<file path="config.mk">
export PLATFORM = sky130hd
export DESIGN_NAME = flip_engine
export DESIGN_NICKNAME = d
export VERILOG_FILES = /design/src/rtl/othello_pkg.sv /design/src/rtl/flip_dir_step.sv /design/src/rtl/flip_engine.sv
export SDC_FILE = /design/constraint.sdc
export NUM_CORES = 1
export LEC_CHECK = 0
export ABC_AREA = 1
export BUFFER_PORTS_ARGS = -buffer_cell sky130_fd_sc_hd__buf_2
export CORE_MARGIN = 8
export CORE_UTILIZATION = 53
export CTS_CLUSTER_DIAMETER = 150
export DETAILED_ROUTE_END_ITERATION = 6
export GPL_TIMING_DRIVEN = 0
export PLACE_DENSITY = 0.76
export SYNTH_ARGS = -nofsm -noshare
export SYNTH_HDL_FRONTEND = slang
export SYNTH_HIERARCHICAL = 1
export SYNTH_SLANG_ARGS = --single-unit
</file>
<file path="constraint.sdc">
create_clock -name clk -period 1.9 [get_ports clk]
set_input_delay 0.095 -clock clk [delete_from_list [all_inputs] [get_ports clk]]
set_output_delay 0.095 -clock clk [all_outputs]
set_load 0.01 [all_outputs]
</file>
<file path="src/rtl/othello_pkg.sv">
// Shared encodings, direction table, FSM states and address packing for the
// Othello board-update datapath.
package othello_pkg;

  localparam int BOARD_ADDR_W = 7;
  localparam int CELL_W       = 2;
  localparam int BOARD_DIM    = 8;

  typedef logic [CELL_W-1:0] cell_t;

  localparam cell_t CELL_EMPTY = 2'b00;
  localparam cell_t CELL_BLACK = 2'b01;
  localparam cell_t CELL_WHITE = 2'b10;

  typedef enum logic [2:0] {
    S_IDLE,
    S_PLACE,
    S_STEP,
    S_WAIT,
    S_CHECK,
    S_WRITEBACK,
    S_NEXT_DIR,
    S_DONE
  } flip_state_e;

  // Signed 2-bit deltas packed by direction index (index 0 in the low bits):
  // N, NE, E, SE, S, SW, W, NW.
  localparam logic [15:0] DIR_DR = 16'b11_00_01_01_01_00_11_11;
  localparam logic [15:0] DIR_DC = 16'b11_11_11_00_01_01_01_00;

  function automatic logic signed [1:0] dir_dr(input logic [2:0] d);
    return DIR_DR[{d, 1'b0} +: 2];
  endfunction

  function automatic logic signed [1:0] dir_dc(input logic [2:0] d);
    return DIR_DC[{d, 1'b0} +: 2];
  endfunction

  function automatic logic [BOARD_ADDR_W-1:0] pack_addr(input logic [2:0] row,
                                                         input logic [2:0] col);
    return {1'b0, row, col};
  endfunction

endpackage

</file>
<file path="src/rtl/flip_dir_step.sv">
// Combinational neighbour lookup: one step from (row, col) along direction dir,
// flagging steps that leave the board.
module flip_dir_step
  import othello_pkg::*;
#(
  parameter int DIM = BOARD_DIM
) (
  input  logic [2:0] row,
  input  logic [2:0] col,
  input  logic [2:0] dir,
  output logic [2:0] next_row,
  output logic [2:0] next_col,
  output logic       off_board
);

  logic signed [1:0] dr;
  logic signed [1:0] dc;
  logic [4:0]        r_sum;
  logic [4:0]        c_sum;

  // A step below zero wraps to bit 4 set; a step past the edge lands >= DIM.
  always_comb begin
    dr        = dir_dr(dir);
    dc        = dir_dc(dir);
    r_sum     = {2'b00, row} + {{3{dr[1]}}, dr};
    c_sum     = {2'b00, col} + {{3{dc[1]}}, dc};
    off_board = r_sum[4] || c_sum[4] || (r_sum >= 5'(DIM)) || (c_sum >= 5'(DIM));
    next_row  = r_sum[2:0];
    next_col  = c_sum[2:0];
  end

endmodule

</file>
<file path="src/rtl/flip_engine.sv">
// Board-update stage: places a stone, then walks all 8 directions flipping
// bracketed opponent runs. Optional flip_count output under `FLIP_COUNT_EN.
module flip_engine
  import othello_pkg::*;
#(
  parameter int ADDR_W = BOARD_ADDR_W,
  parameter int DATA_W = CELL_W,
  parameter int DIM    = BOARD_DIM
) (
  input  logic              clk,
  input  logic              rst,
  input  logic              start,
  input  logic [5:0]        pos,
  input  logic [DATA_W-1:0] color,
  input  logic [DATA_W-1:0] rd_data,
  output logic [ADDR_W-1:0] addr_flip,
  output logic [DATA_W-1:0] data_flip,
  output logic              wren_flip,
  output logic              flip_ctrl,
  output logic              busy,
  output logic              done
`ifdef FLIP_COUNT_EN
  ,
  output logic [4:0]        flip_count
`endif
);

  flip_state_e       state;
  flip_state_e       state_n;
  logic [5:0]        pos_q;
  logic [DATA_W-1:0] color_q;
  logic [2:0]        cur_row;
  logic [2:0]        cur_col;
  logic [2:0]        dir;
  logic [2:0]        run;
  logic [ADDR_W-1:0] addr_q;
  logic [DATA_W-1:0] data_q;
  logic [2:0]        nxt_row;
  logic [2:0]        nxt_col;
  logic              off_board;
  logic              color_ok;
  logic              is_opp;
  logic              is_own;

  flip_dir_step #(
    .DIM(DIM)
  ) u_step (
    .row      (cur_row),
    .col      (cur_col),
    .dir      (dir),
    .next_row (nxt_row),
    .next_col (nxt_col),
    .off_board(off_board)
  );

  always_comb begin
    color_ok = (color == CELL_BLACK) || (color == CELL_WHITE);
    is_opp   = (rd_data == ((color_q == CELL_BLACK) ? CELL_WHITE : CELL_BLACK));
    is_own   = (rd_data == color_q);
  end

  // Address/data are driven from the holding registers unless a state needs
  // the bus, so the RAM keeps seeing the last address between accesses.
  always_comb begin
    state_n   = state;
    addr_flip = addr_q;
    data_flip = data_q;
    wren_flip = 1'b0;
    done      = 1'b0;
    busy      = (state != S_IDLE);
    flip_ctrl = (state != S_IDLE);
    case (state)
      S_IDLE: begin
        if (start) state_n = color_ok ? S_PLACE : S_DONE;
      end
      S_PLACE: begin
        addr_flip = ADDR_W'(pack_addr(pos_q[5:3], pos_q[2:0]));
        data_flip = color_q;
        wren_flip = 1'b1;
        state_n   = S_STEP;
      end
      S_STEP: begin
        if (off_board) begin
          state_n = S_NEXT_DIR;
        end else begin
          addr_flip = ADDR_W'(pack_addr(nxt_row, nxt_col));
          state_n   = S_WAIT;
        end
      end
      S_WAIT: state_n = S_CHECK;
      S_CHECK: begin
        if (is_opp)                      state_n = S_STEP;
        else if (is_own && (run != '0))  state_n = S_WRITEBACK;
        else                             state_n = S_NEXT_DIR;
      end
      S_WRITEBACK: begin
        addr_flip = ADDR_W'(pack_addr(nxt_row, nxt_col));
        data_flip = color_q;
        wren_flip = 1'b1;
        if (run == 3'd1) state_n = S_NEXT_DIR;
      end
      S_NEXT_DIR: state_n = (dir == 3'd7) ? S_DONE : S_STEP;
      S_DONE: begin
        done    = 1'b1;
        state_n = S_IDLE;
      end
      default: state_n = S_IDLE;
    endcase
  end

  always_ff @(posedge clk) begin
    if (rst) begin
      state   <= S_IDLE;
      pos_q   <= '0;
      color_q <= '0;
      cur_row <= '0;
      cur_col <= '0;
      dir     <= '0;
      run     <= '0;
      addr_q  <= '0;
      data_q  <= '0;
    end else begin
      state  <= state_n;
      addr_q <= addr_flip;
      data_q <= data_flip;
      case (state)
        S_IDLE: begin
          if (start) begin
            pos_q   <= pos;
            color_q <= color;
          end
        end
        S_PLACE: begin
          dir     <= '0;
          run     <= '0;
          cur_row <= pos_q[5:3];
          cur_col <= pos_q[2:0];
        end
        S_CHECK: begin
          if (is_opp) begin
            run     <= run + 3'd1;
            cur_row <= nxt_row;
            cur_col <= nxt_col;
          end else if (is_own && (run != '0)) begin
            cur_row <= pos_q[5:3];
            cur_col <= pos_q[2:0];
          end
        end
        S_WRITEBACK: begin
          run     <= run - 3'd1;
          cur_row <= nxt_row;
          cur_col <= nxt_col;
        end
        S_NEXT_DIR: begin
          run     <= '0;
          cur_row <= pos_q[5:3];
          cur_col <= pos_q[2:0];
          if (dir != 3'd7) dir <= dir + 3'd1;
        end
        default: ;
      endcase
    end
  end

`ifdef FLIP_COUNT_EN
  logic [4:0] cnt_q;

  always_ff @(posedge clk) begin
    if (rst)                          cnt_q <= '0;
    else if (state == S_IDLE && start) cnt_q <= '0;
    else if (state == S_WRITEBACK)     cnt_q <= cnt_q + 5'd1;
  end

  assign flip_count = cnt_q;
`endif

endmodule

</file>
**Yosys cells after proc, flatten, opt, wreduce, memory -nomap -nowiden**

Index checks and enable logic that the tools add are counted.

- $add $sub $neg: 5
- $lt $le $gt $ge: 2
- Equal/unequal tests: 20
- Shift-type cells: 2
- Multiplexer cells: 24
- Reduce and logical (&&, ||, !) cells: 17

Operators by type and width:

| cell | number |
|---|---|
| $mux W3 | 12 |
| $shiftx A16 B5 Y2 const A | 2 |
| $pmux W3 S3 | 3 |
| $pmux W3 S8 | 1 |
| $pmux W7 S3 | 1 |
| $eq A3 B3 Y1 const B | 5 |
| $add A4 B2 Y5 | 2 |
| $ge A5 B4 Y1 const B | 2 |
| $reduce_and A2 Y1 | 5 |
| $reduce_bool A3 Y1 | 3 |
| $ne A2 B2 Y1 const B | 4 |
| $mux W7 | 1 |
| $add A3 B1 Y3 const B | 2 |
| $eq A3 B1 Y1 const B | 2 |
| $eq A3 B2 Y1 const B | 2 |
| $mux W2 | 3 |
| $ne A3 B3 Y1 const B | 2 |
| $pmux W3 S2 | 1 |
| $eq A2 B1 Y1 const B | 2 |
| $eq A2 B2 Y1 | 2 |
| $logic_or A1 B1 Y1 | 4 |
| $reduce_or A2 Y1 | 2 |
| $logic_not A3 Y1 | 1 |
| $sub A3 B1 Y3 const B | 1 |
| 4 further kinds | 5 |

- Flip-flop bits (word level): 32
- Output and inout port bits: 13
- Logic and storage cells: 79

**Depth between registers and ports, before layout**

Gate-level depths: netlist of run 1.

- Word-level depth: 7
- Depth in mapped cells: 17
- Mapped depth without buffers: 17

**Hierarchy**

Netlist of run 1, hierarchy kept.

By module, submodules not included:

| module | instances | cells each | area each (um^2) | sequential area each (um^2) |
|---|---|---|---|---|
| flip_engine | 1 | 296 | 1890.6 | 640.6 |
| flip_dir_step | 1 | 61 | 335.3 | 0.0 |

**Least setup slack after synthesis of run 1**

Ideal clock, no wire load.

- Path type: flip-flop to output port
- From: register dir[0]
- To: output addr_flip[0]
- Arrival: 1863 ps
- Data required time: 1805 ps
- Path slack: -58 ps
- Cell stages (with the launch flop): 17
- Path through: dfxtp_1 -> inv_1 -> nand2_1 -> ha_1 -> inv_1 -> fa_1 -> inv_1 -> a21oi_1 -> nor2_1 -> nand2_1 -> nand2_1 -> nand2_1 -> inv_1 -> nand2_1 -> inv_1 -> nand2_1 -> nand3_1

- Word-level cells in the longest chain between the ends: 7
- Elaborated cells between the ends (all ways): 11
- Classes of those cells: add/sub (2); order compare (2); shift (2); mux (2); reduce/logical (3)

RTL lines:

| element | line | source |
|---|---|---|
| start, declared | flip_engine.sv:34 | `logic [2:0] dir;` |
| start signal, assigned | flip_engine.sv:158 | `if (dir != 3'd7) dir <= dir + 3'd1;` |
| $shiftx A16 B5 Y2, on equally long branches | othello_pkg.sv:32, othello_pkg.sv:36 |  |
| $add A4 B2 Y5, on equally long branches | flip_dir_step.sv:25, flip_dir_step.sv:26 |  |
| $ge A5 B4 Y1 / $logic_or A1 B1 Y1 (equally long branches) | flip_dir_step.sv:27 | `off_board = r_sum[4] \|\| c_sum[4] \|\| (r_sum >= 5'(DIM)) \|\| (c_sum >= 5'(DIM));` |
| $logic_or A1 B1 Y1 | flip_dir_step.sv:27 |  |
| $logic_or A1 B1 Y1 * | flip_dir_step.sv:27 |  |
| named net off_board | flip_engine.sv:40 | `logic off_board;` |
| $mux W7 * | flip_engine.sv:83 | `if (off_board) begin` |
| $pmux W7 S3 * | flip_engine.sv:72 | `case (state)` |
| end, declared | flip_engine.sv:16 | `output logic [ADDR_W-1:0] addr_flip,` |

Mark *: on every way through the listed nets, which the timed path passes. The rest lies on a longest branch.

**Worst setup path after layout of run 1**

- From: register dir[0]
- To: output addr_flip[5]

- Word-level cells in the longest chain between the ends: 7
- Elaborated cells between the ends (all ways): 11
- Classes of those cells: add/sub (2); order compare (2); shift (2); mux (2); reduce/logical (3)

RTL lines:

| element | line | source |
|---|---|---|
| $shiftx A16 B5 Y2 * | othello_pkg.sv:32 | `return DIR_DR[{d, 1'b0} +: 2];` |
| $add A4 B2 Y5 * | flip_dir_step.sv:25 | `r_sum = {2'b00, row} + {{3{dr[1]}}, dr};` |
| named net nxt_row[2] | flip_engine.sv:38 | `logic [2:0] nxt_row;` |
| $ge A5 B4 Y1 | flip_dir_step.sv:27 |  |
| $logic_or A1 B1 Y1 (2 in series) | flip_dir_step.sv:27 |  |
| $mux W7 | flip_engine.sv:83 |  |
| $pmux W7 S3 * | flip_engine.sv:72 |  |

Marked as above.

==> results of run 1 <==
-- final cells by class --
type | instances | area, µm² | share of cell area [%]
Clock inverter | 2 | 10.01 | 0.3394
Timing Repair Buffer | 38 | 282.8 | 9.588
Tap cell | 50 | 62.56 | 2.121
Inverter | 58 | 230.2 | 7.807
Multi-Input combinational cell | 262 | 1590 | 53.92
Clock buffer | 6 | 82.58 | 2.800
Sequential cell | 32 | 651.9 | 22.10
Buffer | 5 | 38.79 | 1.315
-- flip-flops by register name, summed over array words and instances, names as in the netlist --
register	cells
addr_q	7
color_q	2
cur_col	3
cur_row	3
data_q	2
dir	3
pos_q	6
run	3
state	3
-- worst max path at each step --
| stage | startpoint | endpoint | cells past startpoint |
|---|---|---|---|
| after floorplan | dir[0] | addr_flip[5] | 16 |
| after global placement | dir[2] | addr_flip[5] | 16 |
| after CTS | dir[0] | addr_flip[0] | 17 |
| after global routing | dir[0] | addr_flip[6] | 17 |
| after detailed placement | dir[2] | addr_flip[5] | 16 |
| final | dir[0] | addr_flip[5] | 13 |
-- cell usage after synthesis --
cell type	instances	area (µm²)
a31oi_1	7	43.79
nor2_1	54	202.7
nand2_4	2	22.52
o21ai_0	18	90.09
nor2_2	3	18.77
nand3_1	35	175.2
buf_4	1	7.510
nor3_1	2	10.01
dfxtp_1	32	640.6
ha_1	12	150.1
mux2i_1	1	10.01
buf_6	2	22.52
nand2_1	86	322.8
a21oi_1	24	120.1
inv_2	7	26.28
xor2_1	3	26.28
buf_2	1	5.000
nand2_2	7	43.79
xnor2_1	1	8.760
nor2_4	2	22.52
inv_1	51	191.4
fa_1	2	40.04
clkbuf_1	1	3.750
a21oi_2	1	8.760
or2_2	2	12.51
-- per-layer routing --
metal / track usage, % / share of wire [%] / up-vias
li1: - / - / 1214
met2: 32.72 / 50 / 68
met5: 0 / 0 / -
met3: 3.863 / 5.1 / 10
met1: 22.28 / 43 / 1074
met4: 7.500 / 1.5 / 0
-- report_power, final --
group | switching, mW | internal (mW)
sequential | 0.165 | 0.868
combinational | 1.63 | 1.03
clock | 0.270 | 0.289
-- per-stage QoR --
step	util [%]	total power [mW]	setup WS, ps
3_5_place_dp	60.00	3.090	-387.0
2_1_floorplan	-	2.562	28.37
6_report	73.20	4.252	-549.3
4_1_cts	68.26	3.894	-418.7
3_3_place_gp	60.00	3.055	-345.8
5_1_grt	73.20	4.592	-679.0
-- logic make-up (layout without fill, tap and decap cells) --
group	Yosys count	after routing	synth area share, %
simple gates	193	193	37.32
flops	32	32	28.78
mux	1	1	0.4497
buf+inv	63	109	11.52
xor+xnor	4	4	1.574
compound gates	50	50	11.80
fa+ha+maj	14	14	8.544
-- repair_timing --
action / CTS / global route
buffers inserted: 11 / 5
pin swaps: 17 / 23
gates cloned: 0 / 0
gates resized for setup: 44 / 43
setup endpoints to repair: 17 / 19
-- placed cells by master, fill, tap and decap left out, types with 3 or more instances in the layout --
cell | netlist | final
inv_1 | 51 | 43
nand2_1 | 86 | 66
nor2_1 | 54 | 51
ha_4 | 0 | 3
nand3_1 | 35 | 27
clkbuf_8 | 0 | 6
nand2_2 | 7 | 12
ha_1 | 12 | 9
dfxtp_1 | 32 | 29
a31oi_1 | 7 | 6
buf_4 | 1 | 8
nor2_2 | 3 | 6
o21ai_0 | 18 | 18
buf_6 | 2 | 14
nand3_2 | 0 | 6
a21oi_1 | 24 | 23
nand2_4 | 2 | 16
dfxtp_4 | 0 | 3
inv_2 | 7 | 14
buf_2 | 1 | 20
-- worst max-delay path, delay by kind of cell, from the launching register on --
family | cells | cell delay [ps]
xor gates and xnor gates | 1 | 160
DFF | 1 | 360
buffers and inverters | 5 | 600
and+or+nand+nor | 6 | 550
adders and majority gates | 1 | 380
==> flow_metrics.tcl, run 1 <==
set metrics [dict create \
    setup_viol 17 \
    dp.cells 432 \
    period_share_pct 128.9 \
    diodes 0 \
    crit_path_frequent_cell "nand2_2" \
    antenna_found_initial 0 \
    maxCapViolations 0 \
    first_pass_iters 5 \
    required_ps 1800 \
    cts_buffers 5 \
    rows 23 \
    critPathLaunchType "flop" \
    place_area_mm2 0.002417 \
    htreeDepth 2 \
    finalHoldViolCount 0 \
    critPathKind "reg2out" \
    fp.dieH_um 80.81 \
    slew_violations 0 \
    violations "negative setup slack" \
    grt_first_pass_wirelength_um 9742 \
    leakagePower_nw 1.552 \
    ys_types 25 \
    fp.dieArea_mm2 0.006529 \
    fin_crit_ps 2449 \
    hold_path_end "addr_q[6]" \
    place_hpwl_um 4122 \
    cp_slowest_cell "fa_2" \
    relSlewSlack_pct 58.00 \
    viasPerCell 5.223 \
    ys_seq_elements 32 \
    syn_to_final_growth_pct 32.49 \
    clkLatencyLatePin_ps 290 \
    min_path_cells 2 \
    arrival_ps 2350 \
    pwr_density_cell_mw_per_mm2 1442 \
    ctsHoldBuffers 0 \
    maxClockFrequency_mhz 408.3 \
    grt_usage_pct 18.89 \
    synth-warning-count 6 \
    via_count 2366 \
    path_clk_slew_ps 70 \
    max_slew.worst_pin.slew_ps 630.0 \
    portBuffers 25 \
    hp-start "rst" \
    rsz0062_at_grt "yes" \
    min_path_type "in2reg" \
    peakVddDrop_mv 0.8894 \
    syn-num-nets 384 \
    postRouteWirelength_um 6213 \
    max_stage_delay_ps 380 \
    drc 0 \
    drtIter0Drc 173 \
    stdcell_area_mm2 0.002949 \
    cts.sinks 32 \
    seq_area_frac_synth_pct 28.78 \
    endpoint_kind "output port" \
    cts_tree "yes" \
    whs_ps 1.453 \
    ant_nets 0 \
    rr_worst_depth 17 \
    fin_ws_ps -549.3 \
    drive_gt1_share_pct 31.02 \
    r2r-end "addr_q[4]" \
    coreArea_mm2 0.004029 \
    wl_per_cell_um 13.72 \
    stdcell_count 453 \
    grt_max_degree 11 \
    avgSynthCellArea_um2 6.235 \
    timing.rr.start "dir[0]" \
    finalSetupTns_ps -5424 \
    synth_area_mm2 0.002226 \
    start_util_pct 55.25 \
    path_max_fanout 3 \
    fillers 327 \
    final_nets 429 \
    ios 26 \
    reg2reg_slack_ps -260 \
    finClkSkew_ps 6.616 \
    crit_chain "buf_6 > nand2_2 > nand2_2 > nand2_2 > fa_2 > buf_4 > buf_4 > xor2_2 > inv_1 > nor2_2 > nor2_2 > nand3_4 > buf_6" \
    outcome "finished, violations left" \
    clock_path_buffers 2 \
    die_w_um 80.81 \
    routabilityCongestion 0.8573 \
    syn_inst 357 \
    grt_remaining_overflow 0 \
    grt_pass1_vias 2275 \
    cts-root-buf "clkbuf_8" \
]
Power figures use the tool's default switching activity.
==> run 2, diff against run 1 <==
--- a/config.mk
+++ b/config.mk
@@ -8,11 +8,11 @@
 export ABC_AREA = 1
 export BUFFER_PORTS_ARGS = -buffer_cell sky130_fd_sc_hd__buf_2
 export CORE_MARGIN = 8
-export CORE_UTILIZATION = 53
+export CORE_UTILIZATION = 50
 export CTS_CLUSTER_DIAMETER = 150
 export DETAILED_ROUTE_END_ITERATION = 6
 export GPL_TIMING_DRIVEN = 0
-export PLACE_DENSITY = 0.76
+export PLACE_DENSITY = 0.73
 export SYNTH_ARGS = -nofsm -noshare
 export SYNTH_HDL_FRONTEND = slang
 export SYNTH_HIERARCHICAL = 1
==> flow_metrics.tcl, run 2 (synthesis gave the netlist of run 1 again) <==
set metrics [dict create \
    outcome "finished, violations left" \
    violations "negative setup slack" \
    grt_remaining_overflow 0 \
    max_slew.worst_pin.slew_ps 719.0 \
    path_max_fanout 6 \
    fp.dieArea_mm2 0.006843 \
    maxCapViolations 0 \
    first_pass_iters 5 \
    drc 0 \
    clkLatencyLatePin_ps 290 \
    clock_path_buffers 2 \
    slew_violations 0 \
    rsz0062_at_grt "yes" \
    cp_slowest_cell "fa_2" \
    grt_max_degree 11 \
    largestRegisters "addr_q x7, pos_q x6" \
    coreArea_mm2 0.004324 \
    viasPerCell 5.154 \
    cts.sinks 32 \
    wl_per_cell_um 13.74 \
    grt_usage_pct 19.76 \
    critPathLaunchType "flop" \
    ios 26 \
    crit_chain "buf_6 > nand2_2 > nand2_2 > nand2_2 > fa_2 > inv_2 > nand2_1 > nand2_1 > nor2_1 > nand2_1 > nand2_1 > nand2_2 > inv_2 > nand2_4 > clkinv_8 > nand2_4 > nand3_2 > buf_6" \
    via_count 2350 \
    grt_first_pass_wirelength_um 10430 \
    final_cell_mix "nand2_1 (65), nor2_1 (52), inv_1 (43)" \
    critPathKind "reg2out" \
    power_mw 4.250 \
    relSlewSlack_pct 52.06 \
    path_clk_slew_ps 70 \
    die_w_um 82.72 \
    grt_pass1_vias 2265 \
    antenna_found_initial 0 \
    fin_crit_ps 2380 \
    fin_ws_ps -480.5 \
    whs_ps 12.19 \
    cp.buffers_inverters 5 \
    max_stage_delay_ps 370 \
    period_share_pct 125.3 \
    largest_reg_flops 7 \
    ant_nets 0 \
    peakVddDrop_mv 1.029 \
    maxClockFrequency_mhz 420.1 \
    endpoint_kind "output port" \
    min_path_type "in2reg" \
    fin_util_pct 68.75 \
    rows 24 \
    postRouteWirelength_um 6264 \
    htreeDepth 2 \
    required_ps 1800 \
    diodes 0 \
    setup_viol 16 \
    routabilityCongestion 0.8655 \
    portBuffers 25 \
    place_hpwl_um 4187 \
    finClkSkew_ps 8.330 \
    ctsHoldBuffers 0 \
    finalHoldViolCount 0 \
    pwr_density_cell_mw_per_mm2 1430 \
    start_util_pct 51.48 \
    cts_buffers 5 \
    final_common_cell "nand2_1" \
    largest-register "addr_q" \
    cts_tree "yes" \
    finalSetupTns_ps -4582 \
    final_nets 430 \
    arrival_ps 2290 \
    cts-root-buf "clkbuf_8" \
    leakagePower_nw 1.552 \
    drive_gt1_share_pct 31.68 \
    crit_family "simple AND/OR/NAND/NOR gates" \
    syn_to_final_growth_pct 33.56 \
    fp.dieH_um 82.72 \
    drtIter0Drc 132 \
    dp_slack_ps -372.5 \
]
-- run 2: final timing paths --
kind	cells after the start	endpoint	slack [ps]	from
hold reg to reg	2	addr_q[6]	470	addr_q[6]
hold / removal	2	addr_q[6]	10	rst
setup / recovery	18	addr_flip[0]	-480	dir[0]
setup reg to reg	18	addr_q[4]	-330	dir[0]
-- run 2: power by group --
part           switching [mW]  total [mW]  internal [mW]
Clock                   0.270       0.559          0.289
Combinational            1.63        2.66           1.03
Sequential              0.161        1.03          0.868
Total                    2.06        4.25           2.19
-- run 2: per-stage QoR --
| step | std cells | instance area [µm²] |
|---|---|---|
| after detailed placement | 434 | 2420 |
| after CTS | 451 | 2790 |
| after floorplan | 357 | 2230 |
| after global placement | 434 | 2420 |
| final | 456 | 2973 |
| after global routing | 456 | 2973 |
-- run 2: cell type report --
cell class                      instances  area [µm²]
Clock buffer                            6       82.58
Clock inverter                          2       10.01
Inverter                               58       232.7
Sequential cell                        32       651.9
Timing Repair Buffer                   39       290.3
Tap cell                               52       65.06
Fill cell                             365        1351
Buffer                                  5       38.79
Multi-Input combinational cell        262        1602
-- run 2: metal layers --
metal  vias up  track usage (%)  part of all wire, %
met1      1052            24.24                   43
li1       1214                -                    -
met2        73            33.10                   50
met4         0            7.586                  1.9
met3        11            4.004                  5.2
met5         -                0                    0
-- run 2: what timing repair did --
action | CTS | global route
buffers inserted | 11 | 5
cloned | 0 | 0
gates resized for setup | 57 | 32
endpoints found under the setup margin | 18 | 20
pin swaps | 18 | 21
==> run 3, diff against run 2 <==
==> constraint.sdc (replaced) <==
create_clock -name clk -period 2 [get_ports clk]
set_input_delay 0.1 -clock clk [delete_from_list [all_inputs] [get_ports clk]]
set_output_delay 0.1 -clock clk [all_outputs]
set_load 0.01 [all_outputs]
==> flow_metrics.tcl, run 3 (synthesis gave the netlist of run 1 again) <==
set metrics [dict create \
    outcome "finished, violations left" \
    violations "negative setup slack" \
    grt_first_pass_wirelength_um 9791 \
    required_ps 1900 \
    min_path_type "in2reg" \
    final_cell_mix "nand2_1 (72), nor2_1 (52), inv_1 (45)" \
    swShare_pct 46.31 \
    critPathLaunchType "flop" \
    crit_chain "inv_2 > nand2_4 > ha_4 > inv_2 > fa_2 > inv_2 > nand2_1 > nand2_1 > nor2_1 > nand2_1 > nand2_1 > nand2_2 > nand2_2 > nand2_4 > nand2_1 > nand3_1 > buf_2" \
    slew_violations 0 \
    dp.cells 434 \
    final_common_cell "nand2_1" \
    fillers 401 \
    drive_gt1_share_pct 27.11 \
    viasPerCell 5.117 \
    finClkSkew_ps 7.142 \
    p_int_mw 2.062 \
    diodes 0 \
    relSlewSlack_pct 58.10 \
    arrival_ps 2260 \
    fp.dieH_um 82.72 \
    wl_per_cell_um 12.81 \
    seq_area_um2 649.4 \
    syn_to_final_growth_pct 24.96 \
    first_pass_iters 4 \
    crit_family "simple AND/OR/NAND/NOR gates" \
    whs_ps 20.10 \
    largestRegisters "addr_q x7, pos_q x6" \
    grt_pass1_vias 2180 \
    maxClockFrequency_mhz 423.2 \
    crit_path_frequent_cell "nand2_1" \
    htreeDepth 2 \
    critPathKind "reg2out" \
    peakVddDrop_mv 1.150 \
    final_nets 428 \
    via_count 2323 \
    postRouteWirelength_um 5815 \
    rsz0062_at_grt "yes" \
    ios 26 \
    fp.dieArea_mm2 0.006843 \
    power_frac_clock_pct 15.9 \
    cts_buffers 5 \
    stdcell_count 454 \
    place_area_mm2 0.002416 \
    endpoint_kind "output port" \
    ctsHoldBuffers 0 \
    finalHoldViolCount 0 \
    cts_tree "yes" \
    maxCapViolations 0 \
    portBuffers 25 \
    leakagePower_nw 1.423 \
    power_mw 3.840 \
    drc 0 \
    power_frac_seq_pct 25.3 \
    grt_max_degree 11 \
    largest_reg_flops 7 \
    setup_viol 11 \
    max_stage_delay_ps 400 \
    clock_path_buffers 2 \
    start_util_pct 51.48 \
    cts-root-buf "clkbuf_8" \
    p_switching_mw 1.778 \
    coreArea_mm2 0.004324 \
    path_clk_slew_ps 60 \
    cts.sinks 32 \
    cp_slowest_cell "fa_2" \
    stdcell_area_mm2 0.002781 \
    fin_ws_ps -362.9 \
    ant_nets 0 \
    grt_usage_pct 18.41 \
    period_share_pct 118.1 \
    antenna_found_initial 0 \
    die_w_um 82.72 \
    combPwrFrac_pct 58.8 \
    rows 24 \
    largest-register "addr_q" \
    multi_input_area_mm2 0.001448 \
    cp.buffers_inverters 4 \
    grt_remaining_overflow 0 \
    clkLatencyLatePin_ps 290 \
    dp_slack_ps -396.2 \
    path_max_fanout 7 \
    place_hpwl_um 4115 \
    routabilityCongestion 0.8741 \
    fin_crit_ps 2363 \
    pwr_density_cell_mw_per_mm2 1381 \
    drtIter0Drc 141 \
    max_slew.worst_pin.slew_ps 628.5 \
]
run 3: changes by cell type in the layout (fill, tap and decap cells not counted), sizes merged:
cell and delta:
clkinv -1, buf -2, bufinv +1
run 3: final timing paths:
path | start | endpoint | slack [ps] | depth (start not counted)
setup reg to reg | dir[0] | addr_q[1] | -250 | 19
setup / recovery | dir[0] | addr_flip[1] | -360 | 17
hold / removal | rst | addr_q[0] | 20 | 2
hold reg to reg | addr_q[6] | addr_q[6] | 460 | 2
run 3: routing by layer:
layer / part of all wire (%) / GRT usage, % / vias to the layer above
met5: 0 / 0 / -
li1: - / - / 1212
met2: 48 / 31.08 / 77
met4: 1.1 / 6.379 / 0
met3: 6.9 / 4.113 / 5
met1: 44 / 22.40 / 1029
run 3: worst register-to-register path, cell delays in order, from the launching register on:
cell and delay [ps]:
dfxtp_4 340, buf_4 130, nand3_1 80, nand2_2 100, ha_4 300, inv_1 50
nand3_1 80, inv_1 50, nor2_1 80, nand2_1 60, nand2_1 70, nand2_2 80
inv_2 60, nand2_2 70, clkinv_4 110, nand2_2 60, buf_4 130, buf_6 100
buf_4 120, a31oi_1 110
run 3: final cells by class:
type / count / area share [%]
multi-input combinational: 262 / 52.05
sequential: 32 / 23.35
timing repair buffer: 37 / 8.997
inverter: 58 / 8.007
clock buffer: 6 / 2.609
tap: 52 / 2.339
buffer: 5 / 1.395
clock inverter: 2 / 1.260
run 3: power by group through the flow:
stage / Combinational (mW) / Clock [mW] / Sequential, mW
after floorplan: 1.49 / 0 / 0.942
after global placement: 1.94 / 0 / 0.967
after detailed placement: 1.96 / 0 / 0.976
after CTS: 2.20 / 0.627 / 0.966
after global routing: 2.54 / 0.649 / 0.986
final: 2.26 / 0.610 / 0.970
run 3: timing repair:
action                                 4_1_cts  5_1_grt
setup endpoints to repair                   16       17
resized for setup                           41        9
setup buffers                               11        2
pin swaps                                   16        5
endpoints found under the hold margin        0        0
run 3: per-stage QoR:
step / TNS [ps] / utilization (%)
2_1_floorplan: 0 / -
4_1_cts: -3084 / 63.34
3_3_place_gp: -4578 / 55.87
6_report: -2904 / 64.32
5_1_grt: -5213 / 64.32
3_5_place_dp: -4787 / 55.87
